--- config.mk ---
export PLATFORM = sky130hd
export DESIGN_NAME = exc_commit_ctrl
export DESIGN_NICKNAME = d
export VERILOG_FILES = /design/src/rtl/exc_commit_ctrl.sv
export SDC_FILE = /design/constraint.sdc
export NUM_CORES = 1
export LEC_CHECK = 0
export ABC_CLOCK_PERIOD_IN_PS = 3500
export CORE_AREA = 2 2 143 145
export CTS_BUF_LIST = sky130_fd_sc_hd__clkbuf_16
export DETAILED_ROUTE_END_ITERATION = 6
export DIE_AREA = 0 0 145 147
export PLACE_DENSITY = 0.75
export SYNTH_ARGS = -nofsm -noshare
export SYNTH_HDL_FRONTEND = slang
export SYNTH_SLANG_ARGS = --single-unit
export TNS_END_PERCENT = 20
--- constraint.sdc ---
create_clock -name clk -period 3.5 [get_ports clk]
set_input_delay 0.7 -clock clk [delete_from_list [all_inputs] [get_ports clk]]
set_output_delay 0.7 -clock clk [all_outputs]
set_load 0.02 [all_outputs]
--- src/rtl/exc_commit_ctrl.sv ---
`default_nettype none
// ============================================================================
// Module   : exc_commit_ctrl
// Summary  : Exception / ERTN commit sequencer: optional bus drain, ordered
//            CSR updates (one write per cycle), then a single fetch redirect.
//            Optional drain stage and outstanding counters: EXC_DRAIN_EN.
// Revision : 1.0 - initial release
// ============================================================================
module exc_commit_ctrl #(
    parameter int OUTS_W = 4
) (
    input  logic        clk,
    input  logic        reset,
    input  logic        ex_valid,
    output logic        ex_ready,
    input  logic        ex_is_ertn,
    input  logic [5:0]  ex_ecode,
    input  logic [7:0]  ex_esubcode,
    input  logic [31:0] ex_pc,
    input  logic        ex_badv_valid,
    input  logic [31:0] ex_badv,
    input  logic        inst_req_acc,
    input  logic        inst_resp_done,
    input  logic        data_req_acc,
    input  logic        data_resp_done,
    input  logic [31:0] csr_crmd,
    input  logic [31:0] csr_prmd,
    input  logic [31:0] csr_era,
    input  logic [31:0] csr_eentry,
    input  logic [31:0] csr_tlbrentry,
    input  logic [5:0]  csr_estat_ecode,
    output logic        csr_we,
    output logic [13:0] csr_num,
    output logic [31:0] csr_wmask,
    output logic [31:0] csr_wdata,
    output logic        flush,
    output logic        busy,
    output logic        redirect_valid,
    output logic [31:0] redirect_pc
);

    typedef enum logic [1:0] {
        ST_IDLE     = 2'd0,
        ST_DRAIN    = 2'd1,
        ST_UPDATE   = 2'd2,
        ST_REDIRECT = 2'd3
    } state_t;

    localparam logic [5:0]  c_ECODE_TLBR = 6'h3f;
    localparam logic [13:0] c_CSR_CRMD   = 14'h0000;
    localparam logic [13:0] c_CSR_PRMD   = 14'h0001;
    localparam logic [13:0] c_CSR_ESTAT  = 14'h0005;
    localparam logic [13:0] c_CSR_ERA    = 14'h0006;
    localparam logic [13:0] c_CSR_BADV   = 14'h0007;

    state_t      r_state;
    logic [2:0]  r_step;
    logic        r_is_ertn;
    logic [5:0]  r_ecode;
    logic [7:0]  r_esubcode;
    logic [31:0] r_pc;
    logic        r_badv_valid;
    logic [31:0] r_badv;

    logic        w_drain_done;
    logic        w_last_step;
    logic        w_is_tlbr;

`ifdef EXC_DRAIN_EN
    localparam logic [OUTS_W-1:0] c_CNT_ONE = {{(OUTS_W-1){1'b0}}, 1'b1};

    logic [OUTS_W-1:0] r_inst_cnt;
    logic [OUTS_W-1:0] r_data_cnt;
    logic [OUTS_W-1:0] w_inst_cnt_nxt;
    logic [OUTS_W-1:0] w_data_cnt_nxt;

    // Saturating at both ends; simultaneous accept and completion cancel out.
    function automatic logic [OUTS_W-1:0] cnt_next(
        input logic [OUTS_W-1:0] cnt,
        input logic              inc,
        input logic              dec
    );
        logic [OUTS_W-1:0] res;
        res = cnt;
        if (inc && !dec && (cnt != '1)) begin
            res = cnt + c_CNT_ONE;
        end else if (dec && !inc && (cnt != '0)) begin
            res = cnt - c_CNT_ONE;
        end
        return res;
    endfunction

    assign w_inst_cnt_nxt = cnt_next(r_inst_cnt, inst_req_acc, inst_resp_done);
    assign w_data_cnt_nxt = cnt_next(r_data_cnt, data_req_acc, data_resp_done);

    always_ff @(posedge clk or posedge reset) begin
        if (reset) begin
            r_inst_cnt <= '0;
            r_data_cnt <= '0;
        end else begin
            r_inst_cnt <= w_inst_cnt_nxt;
            r_data_cnt <= w_data_cnt_nxt;
        end
    end

    // Leave DRAIN in the cycle whose completions bring both counts to zero.
    assign w_drain_done = (w_inst_cnt_nxt == '0) && (w_data_cnt_nxt == '0);
`else
    logic              w_unused_hs;
    logic [OUTS_W-1:0] w_unused_cnt;
    assign w_unused_hs  = ^{inst_req_acc, inst_resp_done, data_req_acc, data_resp_done};
    assign w_unused_cnt = '0;
    assign w_drain_done = 1'b1;
`endif

    assign w_is_tlbr   = (r_ecode == c_ECODE_TLBR);
    assign w_last_step = r_is_ertn    ? (r_step == 3'd0) :
                         r_badv_valid ? (r_step == 3'd4) :
                                        (r_step == 3'd3);

    always_ff @(posedge clk or posedge reset) begin
        if (reset) begin
            r_state      <= ST_IDLE;
            r_step       <= 3'd0;
            r_is_ertn    <= 1'b0;
            r_ecode      <= 6'd0;
            r_esubcode   <= 8'd0;
            r_pc         <= 32'd0;
            r_badv_valid <= 1'b0;
            r_badv       <= 32'd0;
        end else begin
            case (r_state)
                ST_IDLE: begin
                    if (ex_valid) begin
                        r_is_ertn    <= ex_is_ertn;
                        r_ecode      <= ex_ecode;
                        r_esubcode   <= ex_esubcode;
                        r_pc         <= ex_pc;
                        r_badv_valid <= ex_badv_valid;
                        r_badv       <= ex_badv;
                        r_step       <= 3'd0;
`ifdef EXC_DRAIN_EN
                        r_state      <= ST_DRAIN;
`else
                        r_state      <= ST_UPDATE;
`endif
                    end
                end
                ST_DRAIN: begin
                    if (w_drain_done) begin
                        r_state <= ST_UPDATE;
                    end
                end
                ST_UPDATE: begin
                    if (w_last_step) begin
                        r_step  <= 3'd0;
                        r_state <= ST_REDIRECT;
                    end else begin
                        r_step  <= r_step + 3'd1;
                    end
                end
                ST_REDIRECT: begin
                    r_state <= ST_IDLE;
                end
                default: begin
                    r_state <= ST_IDLE;
                end
            endcase
        end
    end

    assign ex_ready = (r_state == ST_IDLE);
    assign busy     = (r_state != ST_IDLE);
    assign flush    = (r_state != ST_IDLE);

    // PRMD and ERTN CRMD data come straight from the live CSR inputs, so the
    // PRMD step sees CRMD before it is rewritten in the following step.
    always_comb begin
        csr_we    = 1'b0;
        csr_num   = 14'd0;
        csr_wmask = 32'd0;
        csr_wdata = 32'd0;
        if (r_state == ST_UPDATE) begin
            csr_we = 1'b1;
            if (r_is_ertn) begin
                csr_num = c_CSR_CRMD;
                if (csr_estat_ecode == c_ECODE_TLBR) begin
                    csr_wmask = 32'h0000_001f;
                    csr_wdata = {27'd0, 1'b1, 1'b0, csr_prmd[2], csr_prmd[1:0]};
                end else begin
                    csr_wmask = 32'h0000_0007;
                    csr_wdata = {29'd0, csr_prmd[2], csr_prmd[1:0]};
                end
            end else begin
                case (r_step)
                    3'd0: begin
                        csr_num   = c_CSR_ERA;
                        csr_wmask = 32'hffff_ffff;
                        csr_wdata = r_pc;
                    end
                    3'd1: begin
                        csr_num   = c_CSR_PRMD;
                        csr_wmask = 32'h0000_0007;
                        csr_wdata = {29'd0, csr_crmd[2], csr_crmd[1:0]};
                    end
                    3'd2: begin
                        csr_num = c_CSR_CRMD;
                        if (w_is_tlbr) begin
                            csr_wmask = 32'h0000_001f;
                            csr_wdata = 32'h0000_0008;
                        end else begin
                            csr_wmask = 32'h0000_0007;
                            csr_wdata = 32'h0000_0000;
                        end
                    end
                    3'd3: begin
                        csr_num   = c_CSR_ESTAT;
                        csr_wmask = 32'h7fff_0000;
                        csr_wdata = {1'b0, 1'b0, r_esubcode, r_ecode, 16'h0000};
                    end
                    3'd4: begin
                        csr_num   = c_CSR_BADV;
                        csr_wmask = 32'hffff_ffff;
                        csr_wdata = r_badv;
                    end
                    default: begin
                        csr_we = 1'b0;
                    end
                endcase
            end
        end
    end

    always_comb begin
        redirect_valid = 1'b0;
        redirect_pc    = 32'd0;
        if (r_state == ST_REDIRECT) begin
            redirect_valid = 1'b1;
            if (r_is_ertn) begin
                redirect_pc = csr_era;
            end else if (w_is_tlbr) begin
                redirect_pc = csr_tlbrentry;
            end else begin
                redirect_pc = csr_eentry;
            end
        end
    end

endmodule
`default_nettype wire

# After elaboration in Yosys (flattened, before gate mapping)

Index checks and enable logic that the tools add are counted.

Register bits after elaboration: 85
Output and inout bits: 115

Equality and inequality tests: 11
Reduce and logical (&&, ||, !) cells: 9
Muxes and demuxes: 28
$add $sub $neg: 1

Operator list:

| operator            | count |
|---|---|
| $mux 32             | 7 |
| $pmux 32 s5         | 1 |
| $pmux 32 s4         | 1 |
| $mux 5              | 3 |
| $eq 6x6->1 const B  | 2 |
| $mux 3              | 4 |
| $pmux 3 s4          | 1 |
| $pmux 2 s4          | 1 |
| $eq 3x2->1 const B  | 2 |
| $mux 1              | 6 |
| $pmux 3 s2          | 1 |
| $reduce_and 2->1    | 3 |
| $reduce_or 5->1     | 1 |
| $eq 2x2->1 const B  | 2 |
| $mux 2              | 2 |
| $mux 4              | 1 |
| $ne 2x2->1 const B  | 2 |
| $reduce_bool 2->1   | 2 |
| $add 3x1->3 const B | 1 |
| $eq 3x1->1 const B  | 1 |
| $eq 3x3->1 const B  | 1 |
| $logic_not 3->1     | 1 |
| $eq 2x1->1 const B  | 1 |
| $logic_not 2->1     | 1 |
| $reduce_or 2->1     | 1 |

# Longest topological paths before layout

Word-level depth: 5
Depth in mapped cells: 10

# Least setup slack after synthesis

Ideal clock, no wire load.

Path type: register -> output
Start: register r_step[2]
End: output port csr_wmask[17]
Path slack: 46 ps
Data arrival time: 2754 ps
Path buffers: 4
Cell stages (with the launch flop): 9
Cells stage by stage: dfrtp_1 > buf_2 > buf_2 > inv_1 > ha_1 > clkbuf_1 > nor2_1 > nor3_1 > buf_4

Longest elaborated chain between the ends: 5
Elaborated cells on any way between the ends: 9
Classes of those cells: eq/ne: 4; mux: 3; reduce/logical: 2

RTL lines:

| item                                          | RTL line | RTL |
|---|---|---|
| start, declared                               | 57       | `logic [2:0] r_step;` |
| start signal, assigned                        | 159      | `r_step <= r_step + 3'd1;` |
| $eq 3x3->1 or $logic_not 3->1 (tied branches) | 195      | `case (r_step)` |
| $reduce_or 2->1 (no source line)              | --       |  |
| $pmux 32 s4 (*)                               | 195      |  |
| $mux 32 (*)                                   | 185      | `if (r_is_ertn) begin` |
| $mux 32 (*)                                   | 183      | `if (r_state == ST_UPDATE) begin` |
| end, declared                                 | 34       | `output logic [31:0] csr_wmask,` |

Mark *: on every way between the ends. The rest lies on a longest branch, timed or not.

# Worst setup path after layout

Start: register r_step[1]
End: output port csr_wdata[23]

Longest elaborated chain between the ends: 4
Elaborated cells on any way between the ends: 8
Classes of those cells: eq/ne: 4; mux: 3; reduce/logical: 1

RTL lines:

| item                               | RTL line | RTL |
|---|---|---|
| $eq 3x3->1 (tied with other cells) | 195      |  |
| $pmux 32 s5 (*)                    | 195      |  |
| $mux 32 (*)                        | 185      |  |
| $mux 32 (*)                        | 183      |  |
| end, declared                      | 35       | `output logic [31:0] csr_wdata,` |

Marks and branches as above.

==> summary.txt <==
Run status
  • Status: complete, no violations

Floorplan
  • I/O pin cnt: 368
  • Die area: 0.02132 sq mm
  • Starting density of the core: 26.33%
  • Row Count: 52
  • Die width: 145 microns
  • Die H: 147 microns
  • Core area: 0.01984 sq mm

Setup path
  • R2r worst-path depth: 6
  • Reg2reg start: r_step[0]
  • Req. time, crit path: 2.80 ns
  • Worst-path fanout max: 17
  • Crit start category: register
  • RR Endpoint: r_step[2]
  • Slowest CP cell: clkdlybuf4s50_1
  • Crit. End Element: output port
  • R2R Setup Slk: 1.66 ns
  • Kind of critical path: reg2out
  • Worst Path Buf+Inv: 2
  • Delay-heaviest family, CP: buffers and inverters
  • Worst path max stage delay: 0.63 ns
  • Cell Chain, Critical Path: inv_1 -> ha_1 -> o21bai_1 -> a211o_4 -> nor2_1 -> clkdlybuf4s50_1
  • Worst EP arrival: 2.64 ns

Logic synthesis
  • Asr flop ratio synth: 100.0%
  • Post-Syn Area: 0.005225 sq mm
  • Distinct cells, synth: 43
  • EDFF count, synth: 0
  • Sequential share of the synthesized area: 40.71%
  • Dominant synthesized flop cell: dfrtp_1
  • FF+latch count, synth: 85
  • Yosys warns: 0
  • Cells after Synth: 521
  • Mean post-synth cell area: 10.03 sq um

Timing
  • Worst-margin pin slew: 0.7877 ns
  • Setup TNS: 0 ns
  • Max_slew headroom: 47.49%
  • Unrepaired setup endpoints after global routing: no
  • Endpoints failing setup: 0
  • Post-Route Skew: 0.006248 ns
  • Hold Fails Final Rpt: 0
  • Max Clk Rate: 0.2995 GHz
  • Worst Hold Margin: 0.5039 ns
  • Pins over their slew limit: 0
  • Fin crit share: 95.41%
  • Tmin final: 3.339 ns

Clock tree
  • CTS Buffer Depth: 2
  • Worst skew pair latency: 0.33 ns
  • TritonCTS Sinks: 85
  • Root Driver: clkbuf_16
  • Worst-path clk slew: 0.07 ns
  • Max H-tree Level: 3
  • Hold Buf Count CTS: 0
  • Total CTS buffers: 9
  • CTS tree: yes
  • Setup Fix Bufs, Post-CTS: 0

Finish
  • Layout area overhead: 61.45%
  • Commonest non-fill, non-tap cell in the layout: clkdlybuf4s50_1
  • Share of layout cells above drive strength 1: 18.23%
  • Multi-input gate area: 0.002594 sq mm
  • Final core utilization: 42.51%
  • Register Area: 0.002128 sq mm
  • N_diodes: 0
  • Fillers: 1961
  • Total Nets Final: 1022
  • Most frequent cells in the layout: clkdlybuf4s50_1, mux2_2, dfrtp_1

Routing
  • 1st-iter DRT viols: 196
  • Via/cell ratio: 4.852
  • Vias: 5036
  • Routed wire length: 19.56 mm
  • DR WL/cell: 18.85 microns
  • Post-route ant nets: 0
  • Final routed DRC violation total: 0
  • Drt pass-1 iters: 4

Min path
  • WHS Path Cells: 1
  • Hold path endpoint: r_pc[16]
  • Worst hold path startpoint: r_pc[16]
  • Hold Path Class: reg2reg

GRT
  • GRT Total Usage: 18.07%
  • Largest net degree at the start of global routing: 85
  • First-pass GRT wire length: 30.37 mm
  • Number of global-route vias before repair: 5263
  • Remaining Overflow, GRT: 0
  • Initial antenna violation count: 0

Place
  • Final Wtd Congestion: 0.8000
  • Dpl hpwl: 14.39 mm
  • PortBufs: 294

Power
  • Leakage: 3.225 nW
  • Power Density: 782.5 mW/mm^2
  • Total Power: 6.601 mW
  • Worst IR Drop VDD: 0.0003611 V

Flow run
  • Max Cap Viol: 0
## timing repair
action	in CTS	in global routing
resized for setup	1	4
gates cloned	0	0
endpoints found under the setup margin	15	26
## cell families after synthesis
family	share of synthesized area (%)
simple gates	5.867
mux	22.94
buf+inv	10.68
compound gates	18.53
fa+ha+maj	1.197
flops	40.71
other cells	0.07177
## cell type report
cell class | count | share of cell area [%]
tap | 270 | 4.005
sequential | 85 | 25.23
timing repair buffer | 309 | 36.58
multi-input combinational | 351 | 30.75
clock buffer | 9 | 2.670
clock inverter | 6 | 0.4005
inverter | 8 | 0.3708
## state kept, by name (all words and copies together), names as in the netlist
name,cells
r_badv,32
r_badv_valid,1
r_ecode,6
r_esubcode,8
r_is_ertn,1
r_pc,32
r_state,2
r_step,3
## synthesized netlist by cell type (2+ instances only)
library cell	n	area share (%)
mux2i_1	14	2.7
o21ai_0	66	6.3
nor2b_1	2	0.24
buf_4	48	6.9
a22oi_1	17	2.4
buf_2	11	1.1
nand2_1	8	0.57
nor2_1	29	2.1
dfrtp_1	85	41
nor3b_1	2	0.29
o2bb2ai_1	3	0.50
inv_1	8	0.57
a31oi_1	34	4.1
o31ai_1	2	0.29
a32o_1	3	0.57
mux2_2	94	20
ha_1	5	1.2
nor3_1	2	0.19
a21oi_1	31	3.0
clkbuf_1	26	1.9
nand3_1	7	0.67
nand4_1	3	0.36
## power by group
| group | internal [mW] | switching, mW |
|---|---|---|
| logic | 1.89 | 2.07 |
| registers | 1.48 | 0.290 |
| clock network | 0.470 | 0.392 |
## stage by stage
stage	setup WS [ns]	cells	cell area (sq um)
after CTS	0.07164	1038	8423
after detailed placement	0.3232	1023	8163
final	0.1606	1038	8436
after global placement	0.3261	1023	8163
after global routing	0.03617	1038	8436
after floorplan	0.04640	531	5263
## metal layers
metal	wire length (microns)	vias up	global-route usage, %	part of all wire, %
met1	8047	2472	22.01	41
li1	-	2335	-	-
met3	1506	18	4.907	7.7
met5	0	-	0	0
met4	306	0	5.347	1.6
met2	9704	211	31.36	50
## worst max path at each step
stage / start / to / slack [ns] / depth (start not counted)
after global placement: r_step[0] / csr_wdata[23] / 0.33 / 6
after global routing: r_step[1] / csr_wdata[23] / 0.04 / 6
after CTS: r_step[0] / csr_wmask[6] / 0.07 / 6
after detailed placement: r_step[0] / csr_wdata[23] / 0.32 / 6
after floorplan: r_step[2] / csr_wmask[17] / 0.05 / 8
final: r_step[1] / csr_wdata[23] / 0.16 / 6
No activity file was read; power rests on OpenSTA's default activity.
